## config.mk

```make
export PLATFORM = sky130hd
export DESIGN_NAME = dmem_arbiter
export DESIGN_NICKNAME = d
export VERILOG_FILES = /design/src/rtl/dmem_arbiter.sv
export SDC_FILE = /design/constraint.sdc
export NUM_CORES = 1
export LEC_CHECK = 0
export CAP_MARGIN = 30
export CORE_UTILIZATION = 41
export DETAILED_ROUTE_END_ITERATION = 8
export PLACE_DENSITY = 0.88
export SLEW_MARGIN = 20
export SYNTH_ARGS = -nofsm -noshare
export SYNTH_HDL_FRONTEND = slang
export SYNTH_SLANG_ARGS = --single-unit
```

## constraint.sdc

```tcl
create_clock -name clk -period 2 [get_ports clk]
set_clock_uncertainty 0.15 [all_clocks]
set_input_delay 0.4 -clock clk [delete_from_list [all_inputs] [get_ports clk]]
set_output_delay 0.4 -clock clk [all_outputs]
set_load 0.03 [all_outputs]
```

## src/rtl/dmem_arbiter.sv

```systemverilog
`timescale 1ns/1ps
`default_nettype none
// ============================================================================
// Module      : dmem_arbiter
// Description : Two-requester (CPU / loader) data-memory arbiter with a
//               round-robin pick, loader lock and registered memory strobes.
// Revision    : 1.0 - initial release
// ============================================================================
module dmem_arbiter #(
    parameter int ADDR_W = 14,
    parameter int DATA_W = 32
) (
    input  logic              clk,
    input  logic              rst,
    input  logic              ldr_mode,
    input  logic              cpu_req,
    input  logic              ldr_req,
    input  logic              cpu_we,
    input  logic              ldr_we,
    input  logic [ADDR_W-1:0] cpu_addr,
    input  logic [ADDR_W-1:0] ldr_addr,
    input  logic [DATA_W-1:0] cpu_wdata,
    input  logic [DATA_W-1:0] ldr_wdata,
    output logic              cpu_ack,
    output logic              ldr_ack,
    output logic [DATA_W-1:0] cpu_rdata,
    output logic [DATA_W-1:0] ldr_rdata,
    output logic              mem_en,
    output logic              mem_we,
    output logic [ADDR_W-1:0] mem_addr,
    output logic [DATA_W-1:0] mem_wdata,
    input  logic [DATA_W-1:0] mem_rdata
);

    typedef enum logic [1:0] {
        S_IDLE   = 2'd0,
        S_ACCESS = 2'd1,
        S_RDATA  = 2'd2,
        S_DONE   = 2'd3
    } state_t;

    state_t r_state;
    logic   r_we;
    logic   r_gnt;   // granted requester: 0 = CPU, 1 = loader
    logic   r_last;  // last granted requester, same encoding

    logic w_cpu_elig;
    logic w_ldr_elig;
    logic w_pick_ldr;
    logic w_sel_we;

    assign w_cpu_elig = cpu_req & ~ldr_mode;
    assign w_ldr_elig = ldr_req;
    // Loader wins when it is the only candidate or when the CPU went last.
    assign w_pick_ldr = w_ldr_elig & (~w_cpu_elig | ~r_last);
    assign w_sel_we   = w_pick_ldr ? ldr_we : cpu_we;

    always_ff @(posedge clk) begin
        if (rst) begin
            r_state   <= S_IDLE;
            r_we      <= 1'b0;
            r_gnt     <= 1'b0;
            r_last    <= 1'b1;
            mem_en    <= 1'b0;
            mem_we    <= 1'b0;
            mem_addr  <= '0;
            mem_wdata <= '0;
            cpu_ack   <= 1'b0;
            ldr_ack   <= 1'b0;
            cpu_rdata <= '0;
            ldr_rdata <= '0;
        end else begin
            mem_en  <= 1'b0;
            mem_we  <= 1'b0;
            cpu_ack <= 1'b0;
            ldr_ack <= 1'b0;
            case (r_state)
                S_IDLE: begin
                    if (w_cpu_elig || w_ldr_elig) begin
                        r_we      <= w_sel_we;
                        r_gnt     <= w_pick_ldr;
                        r_last    <= w_pick_ldr;
                        mem_addr  <= w_pick_ldr ? ldr_addr  : cpu_addr;
                        mem_wdata <= w_pick_ldr ? ldr_wdata : cpu_wdata;
                        mem_en    <= 1'b1;
                        mem_we    <= w_sel_we;
                        r_state   <= S_ACCESS;
                    end
                end
                S_ACCESS: begin
                    if (r_we) begin
                        cpu_ack <= ~r_gnt;
                        ldr_ack <= r_gnt;
                        r_state <= S_DONE;
                    end else begin
                        r_state <= S_RDATA;
                    end
                end
                S_RDATA: begin
                    if (r_gnt) begin
                        ldr_rdata <= mem_rdata;
                    end else begin
                        cpu_rdata <= mem_rdata;
                    end
                    cpu_ack <= ~r_gnt;
                    ldr_ack <= r_gnt;
                    r_state <= S_DONE;
                end
                S_DONE: begin
                    r_state <= S_IDLE;
                end
                default: begin
                    r_state <= S_IDLE;
                end
            endcase
        end
    end

endmodule
`default_nettype wire
```

==> results.py, run 1 <==
metrics = {
    "status": {
        "status": "finished, violations left",
        "violations": "DRC",
    },
    "critical_path": {
        "path_max_fanout": 2,
        "crit_family": "buffers and inverters",
        "cp.depth": 1,
        "critical_path_arrival_ps": 1420,
        "critical_path_class": "flop to primary output",
        "cp_num_buf_inv": 1,
        "critPathRequiredTime_ps": 1450,
        "rrSetupSlack_ps": 180,
        "worstPathCellList": "clkdlybuf4s50_1",
        "cp_slowest_stage_delay_ps": 690,
        "slowest_stage": "clkdlybuf4s50_1",
        "worst_setup_path_end_kind": "primary output",
        "ff2ff_path_depth": 5,
        "startpoint_type": "flop",
    },
    "cells_and_area": {
        "final_common_cell": "nand2_1",
        "nets": 953,
        "syn_to_final_growth_pct": 67.8,
        "final_design_area_no_fill_sq_um": 8350,
        "layout_common_cells": "nand2_1 (174), clkdlybuf4s50_1 (165), dfxtp_1 (119)",
        "antenna_cells": 0,
        "drive_above_1_share_pct": 16.0,
        "finalNonFillerCells": 973,
    },
    "floorplan": {
        "die_x_um": 112,
        "core_sq_um": 11600,
        "row_count": 39,
        "ios": 245,
        "die_area_sq_um": 12600,
        "die_h_um": 112,
        "start_util_pct": 42.8,
    },
    "place": {
        "gp_congestion": 0.900,
        "port_buffers": 244,
        "dp_slack_ps": -93.8,
        "post_dp_cell_area_sq_um": 7630,
        "post-dp-hpwl_um": 11700,
        "place_inst": 942,
    },
    "grt": {
        "antenna_found_initial": 0,
        "gr-total-overflow": 0,
        "grt_max_degree": 34,
        "grt_pass1_wl_um": 26000,
        "grt_pass1_vias": 5311,
        "grt_usage_pct": 26.1,
    },
    "pwr": {
        "p_leak_nw": 4.04,
        "vdd_drop_max_v": 0.00114,
        "power_density_nw_per_um2": 1320,
        "power_w": 0.0110,
    },
    "route": {
        "ant_nets": 0,
        "vias": 5058,
        "routed_wl_um": 16400,
        "drt_first_pass_iters": 7,
        "vias_per_cell": 5.20,
        "drc": 11,
        "routedWlPerCell_um": 16.8,
        "drt-initial-drc-count": 297,
    },
    "timing": {
        "rsz0062_at_grt": "false",
        "slew_headroom_pct": 66.7,
        "setup_viol": 0,
        "post-route-worst-setup-slack_ps": 27.9,
        "worst_pin_slew_ps": 499,
        "slew_violations": 0,
        "hold_violations": 0,
        "fin_crit_sh_pct": 98.6,
        "whs_ps": 303,
        "fmax_mhz": 507,
        "final.min_clock_period_ps": 1970,
    },
    "logic_synthesis": {
        "synth_cells": 578,
        "synth-seq-area-share_pct": 47.9,
        "avgSynthCellArea_sq_um": 8.61,
        "synthesis.area_sq_um": 4970,
        "synthesis.nets": 713,
        "ys_ff_latch": 119,
        "ys_types": 31,
        "ys_warn_count": 0,
    },
    "clock_network": {
        "clk_latency_ps": 400,
        "cts_setup_buffers": 0,
        "cts_root_buf": "clkbuf_16",
        "clkSlewWorstSetupHoldPaths_ps": 50,
        "cts.path.max_buffers": 2,
        "numCtsBuffers": 17,
        "cts_tree": "done",
        "htree_levels": 4,
        "cts.sinks": 119,
    },
    "hold_path": {
        "worst_hold_path_type": "flop to flop",
        "hold_depth": 2,
    },
    "job": {
        "drv_cap": 0,
    },
}
==> cell families (layout without fill, tap and decap cells) <==
| logic type | count (synthesis) | after routing | share of synthesized area (%) |
|---|---|---|---|
| simple gates | 235 | 235 | 18.5 |
| compound gates | 167 | 167 | 26.3 |
| fa+ha+maj | 4 | 4 | 1.01 |
| mux | 2 | 2 | 0.402 |
| buf+inv | 51 | 303 | 5.86 |
| flops | 119 | 119 | 47.9 |
==> worst reg2reg max path: stages (launching register included) <==
cell and delay (ps):
dfxtp_1 320, inv_1 150, ha_1 360, or3b_1 460, mux2i_1 200, nor2_1 60
==> cells in the mapped netlist, drive strengths merged <==
cell type,n,area [sq um]
o21a,1,8.76
a221oi,1,15.0
mux2i,2,20.0
nand3b,1,7.51
or3b,1,8.76
clkbuf,21,78.8
a21oi,112,681
a311o,1,10.0
nor2,50,188
o21ai,2,21.3
a32o,1,10.0
nand2b,1,6.26
a211oi,48,556
buf,26,198
a22oi,1,7.51
nor2b,1,6.26
nor4bb,1,10.0
nor4b,1,8.76
and2,2,12.5
and2b,1,10.0
nor3,1,5.00
inv,4,15.0
ha,4,50.1
nand2,175,659
dfxtp,119,2380
==> through the flow <==
stage               setup TNS, ps  util, %
floorplan                       0        -
global placement            -14.0     65.7
detailed placement          -1630     65.7
CTS                             0     70.7
global route                    0     71.9
finish                          0     71.9
==> path summary, 6_finish.rpt <==
path                                     from             to
worst min-delay path             cpu_rdata[3]   cpu_rdata[3]
worst min register to register   cpu_rdata[3]   cpu_rdata[3]
worst max-delay path            ldr_rdata[13]  ldr_rdata[13]
worst max register to register     r_state[0]     r_state[1]
==> where the power goes <==
group / switching [W] / total (W) / internal [W]
Combinational: 0.00281 / 0.00473 / 0.00193
Sequential: 0.000293 / 0.00320 / 0.00291
Clock: 0.00102 / 0.00309 / 0.00207
Total: 0.00412 / 0.0110 / 0.00691
==> sequential cells by signal (all words and copies together), names as in the netlist, 2 cells and up <==
signal     cells
mem_wdata     32
cpu_rdata     32
r_state        2
mem_addr      14
ldr_rdata     32
==> timing repair <==
item | 4_1_cts | 5_1_grt
endpoints found under the setup margin | 21 | 57
pin swaps | 0 | 0
hold endpoints to repair | 0 | 0
hold buffers | 0 | 0
resized for setup | 21 | 57
==> cell type report <==
| cell class | instances | area (sq um) |
|---|---|---|
| multi-input combinational | 408 | 2300 |
| timing repair buffer | 268 | 2860 |
| tap | 143 | 179 |
| clock buffer | 22 | 484 |
| sequential | 119 | 2380 |
| inverter | 4 | 15.0 |
| fill | 866 | 3260 |
| clock inverter | 9 | 123 |
==> metal layers <==
layer	vias up	routed length [um]	global-route usage, %
met2	181	8440	46.0
li1	2423	-	-
met1	2403	6360	28.8
met5	-	0	0
met4	0	582	13.2
met3	51	986	7.51
(Power assumes the default switching activity.)
==> inputs of run 2 (changes only) <==
--- a/config.mk
+++ b/config.mk
@@ -6,9 +6,9 @@
 export NUM_CORES = 1
 export LEC_CHECK = 0
 export CAP_MARGIN = 30
-export CORE_UTILIZATION = 41
+export CORE_UTILIZATION = 37
 export DETAILED_ROUTE_END_ITERATION = 8
-export PLACE_DENSITY = 0.88
+export PLACE_DENSITY = 0.84
 export SLEW_MARGIN = 20
 export SYNTH_ARGS = -nofsm -noshare
 export SYNTH_HDL_FRONTEND = slang
==> constraint.sdc (replaced) <==
create_clock -name clk -period 1.8 [get_ports clk]
set_clock_uncertainty 0.15 [all_clocks]
set_input_delay 0.36 -clock clk [delete_from_list [all_inputs] [get_ports clk]]
set_output_delay 0.36 -clock clk [all_outputs]
set_load 0.03 [all_outputs]
==> run 2 against run 1 <==
The run now ends clean. Power increased by 9.2%. Flip-flop and latch count unchanged. Die area grew 11%. Register-to-register slack worse by 50 ps. Critical endpoint is now mem_wdata[15]. Highest routed layer unchanged. Sequential share of layout area grew 0.60 points. Final cell count grew 3.6%. Design area down 2.1%. Sequential power rose by 10%. Clock power rose by 16%. Routed wire length fell by 4.5%. Count of clock-buffer cells in the layout grew 1.
==> results.py, run 2 (synthesized netlist as in run 1, its figures left out) <==
metrics = {
    "clock_network": {
        "cts_setup_buffers": 0,
        "cts.sinks": 119,
        "clkSlewWorstSetupHoldPaths_ps": 60,
        "clk_latency_ps": 410,
        "cts_root_buf": "clkbuf_16",
        "htree_levels": 4,
        "numCtsBuffers": 17,
        "cts_tree": "done",
        "cts.path.max_buffers": 2,
    },
    "critical_path": {
        "cp.depth": 1,
        "cp_num_buf_inv": 1,
        "path_max_fanout": 2,
        "slowest_stage": "dlygate4sd2_1",
        "critical_path_arrival_ps": 1190,
        "crit_family": "buffers and inverters",
        "cp_slowest_stage_delay_ps": 430,
        "critical_path_class": "flop to primary output",
        "critPathRequiredTime_ps": 1290,
        "ff2ff_path_depth": 5,
        "worst_setup_path_end_kind": "primary output",
        "startpoint_type": "flop",
        "worstPathCellList": "dlygate4sd2_1",
    },
    "floorplan": {
        "die_h_um": 118,
        "die_x_um": 118,
        "core_sq_um": 12900,
        "start_util_pct": 38.6,
        "die_area_sq_um": 13900,
        "ios": 245,
        "row_count": 41,
    },
    "route": {
        "drt-initial-drc-count": 312,
        "routed_wl_um": 15600,
        "drc": 0,
        "routedWlPerCell_um": 15.5,
        "ant_nets": 0,
        "vias": 4902,
        "drt_first_pass_iters": 4,
        "vias_per_cell": 4.86,
    },
    "timing": {
        "final.min_clock_period_ps": 1700,
        "worst_pin_slew_ps": 616,
        "fmax_mhz": 587,
        "fin_crit_sh_pct": 94.6,
        "post-route-worst-setup-slack_ps": 97.9,
        "hold_violations": 0,
        "setup_viol": 0,
        "slew_headroom_pct": 58.9,
        "rsz0062_at_grt": "false",
        "slew_violations": 0,
        "whs_ps": 297,
    },
    "grt": {
        "grt_pass1_vias": 4929,
        "grt_pass1_wl_um": 25200,
        "grt_usage_pct": 22.8,
        "antenna_found_initial": 0,
        "gr-total-overflow": 0,
        "grt_max_degree": 41,
    },
    "cells_and_area": {
        "antenna_cells": 0,
        "final_design_area_no_fill_sq_um": 8180,
        "syn_to_final_growth_pct": 64.4,
        "final_common_cell": "nand2_1",
        "fillerInstances": 1141,
        "reg_top3": "cpu_rdata: 32 flops, ldr_rdata: 32 flops, mem_wdata: 32 flops",
        "drive_above_1_share_pct": 16.5,
        "layout_common_cells": "nand2_1 (174), clkdlybuf4s50_1 (129), dfxtp_1 (119)",
        "nets": 959,
        "multiInputGateArea_sq_um": 2310,
        "regArea_sq_um": 2380,
    },
    "pwr": {
        "p_leak_nw": 3.47,
        "swShare_pct": 37.5,
        "vdd_drop_max_v": 0.000760,
        "seqPwrFrac_pct": 29.3,
        "combPwrFrac_pct": 41.0,
        "internal-power_w": 0.00752,
        "power_density_nw_per_um2": 1470,
        "clockPowerShare_pct": 29.7,
        "netSwitchingPower_w": 0.00452,
    },
    "place": {
        "dp_slack_ps": -219,
        "port_buffers": 244,
        "post_dp_cell_area_sq_um": 7690,
        "post-dp-hpwl_um": 11100,
        "gp_congestion": 0.850,
    },
    "hold_path": {
        "hold_depth": 2,
        "worst_hold_path_type": "flop to flop",
    },
    "status": {
        "status": "completed",
    },
    "job": {
        "drv_cap": 0,
    },
}
==> run 2: changes by cell type in the layout (fill, tap and decap cells not counted), moves of 2 or more <==
cell,delta
dlygate4sd2_1,+93
dlymetal6s2s_1,-57
clkdlybuf4s50_1,-36
buf_4,+7
clkinv_2,-3
clkbuf_1,+2
==> run 2: worst register-to-register path, cell delays in order (launching register included) <==
cell	delay (ps)
dfxtp_1	330
inv_1	110
ha_2	280
or3b_1	430
mux2i_1	170
nor2_1	60
==> run 2: worst paths after layout <==
path | start | end | slack, ps
min | cpu_rdata[3] | cpu_rdata[3] | 300
min reg2reg | cpu_rdata[3] | cpu_rdata[3] | 300
max | mem_wdata[15] | mem_wdata[15] | 100
max reg2reg | r_state[1] | r_state[1] | 130
==> run 2: final cells by class <==
type	count	share of cell area [%]
multi-input combinational	408	28.2
inverter	4	0.184
clock buffer	23	5.84
timing repair buffer	274	32.2
tap	172	2.63
sequential	119	29.1
clock inverter	8	1.77
==> run 2: layer usage <==
metal / GRT usage (%) / up-vias / routed length (um)
met2: 38.8 / 155 / 7850
met1: 26.3 / 2275 / 6440
li1: - / 2442 / -
met5: 0 / - / 0
met3: 6.83 / 30 / 920
met4: 10.3 / 0 / 413
==> run 2: metrics by stage <==
| step | utilization [%] | cells | total power (W) | setup TNS, ps |
|---|---|---|---|---|
| final | 63.5 | 1008 | 0.0120 | 0 |
| after floorplan | - | 578 | 0.00692 | 0 |
| after CTS | 63.5 | 1008 | 0.0122 | 0 |
| after global placement | 59.8 | 977 | 0.00880 | -7220 |
| after global routing | 63.5 | 1008 | 0.0127 | 0 |
| after detailed placement | 59.8 | 977 | 0.00891 | -8330 |
==> run 2: power by group through the flow <==
| stage | Sequential, W | Combinational, W | Clock, W |
|---|---|---|---|
| floorplan | 0.00463 | 0.00229 | 0 |
| global placement | 0.00358 | 0.00522 | 0 |
| detailed placement | 0.00360 | 0.00531 | 0 |
| CTS | 0.00353 | 0.00497 | 0.00365 |
| global route | 0.00359 | 0.00532 | 0.00377 |
| finish | 0.00352 | 0.00494 | 0.00358 |
==> run 2: what timing repair did <==
| item | CTS | global route |
|---|---|---|
| hold buffers | 0 | 0 |
| gates resized for setup | 114 | 1 |
| setup endpoints to repair | 114 | 30 |
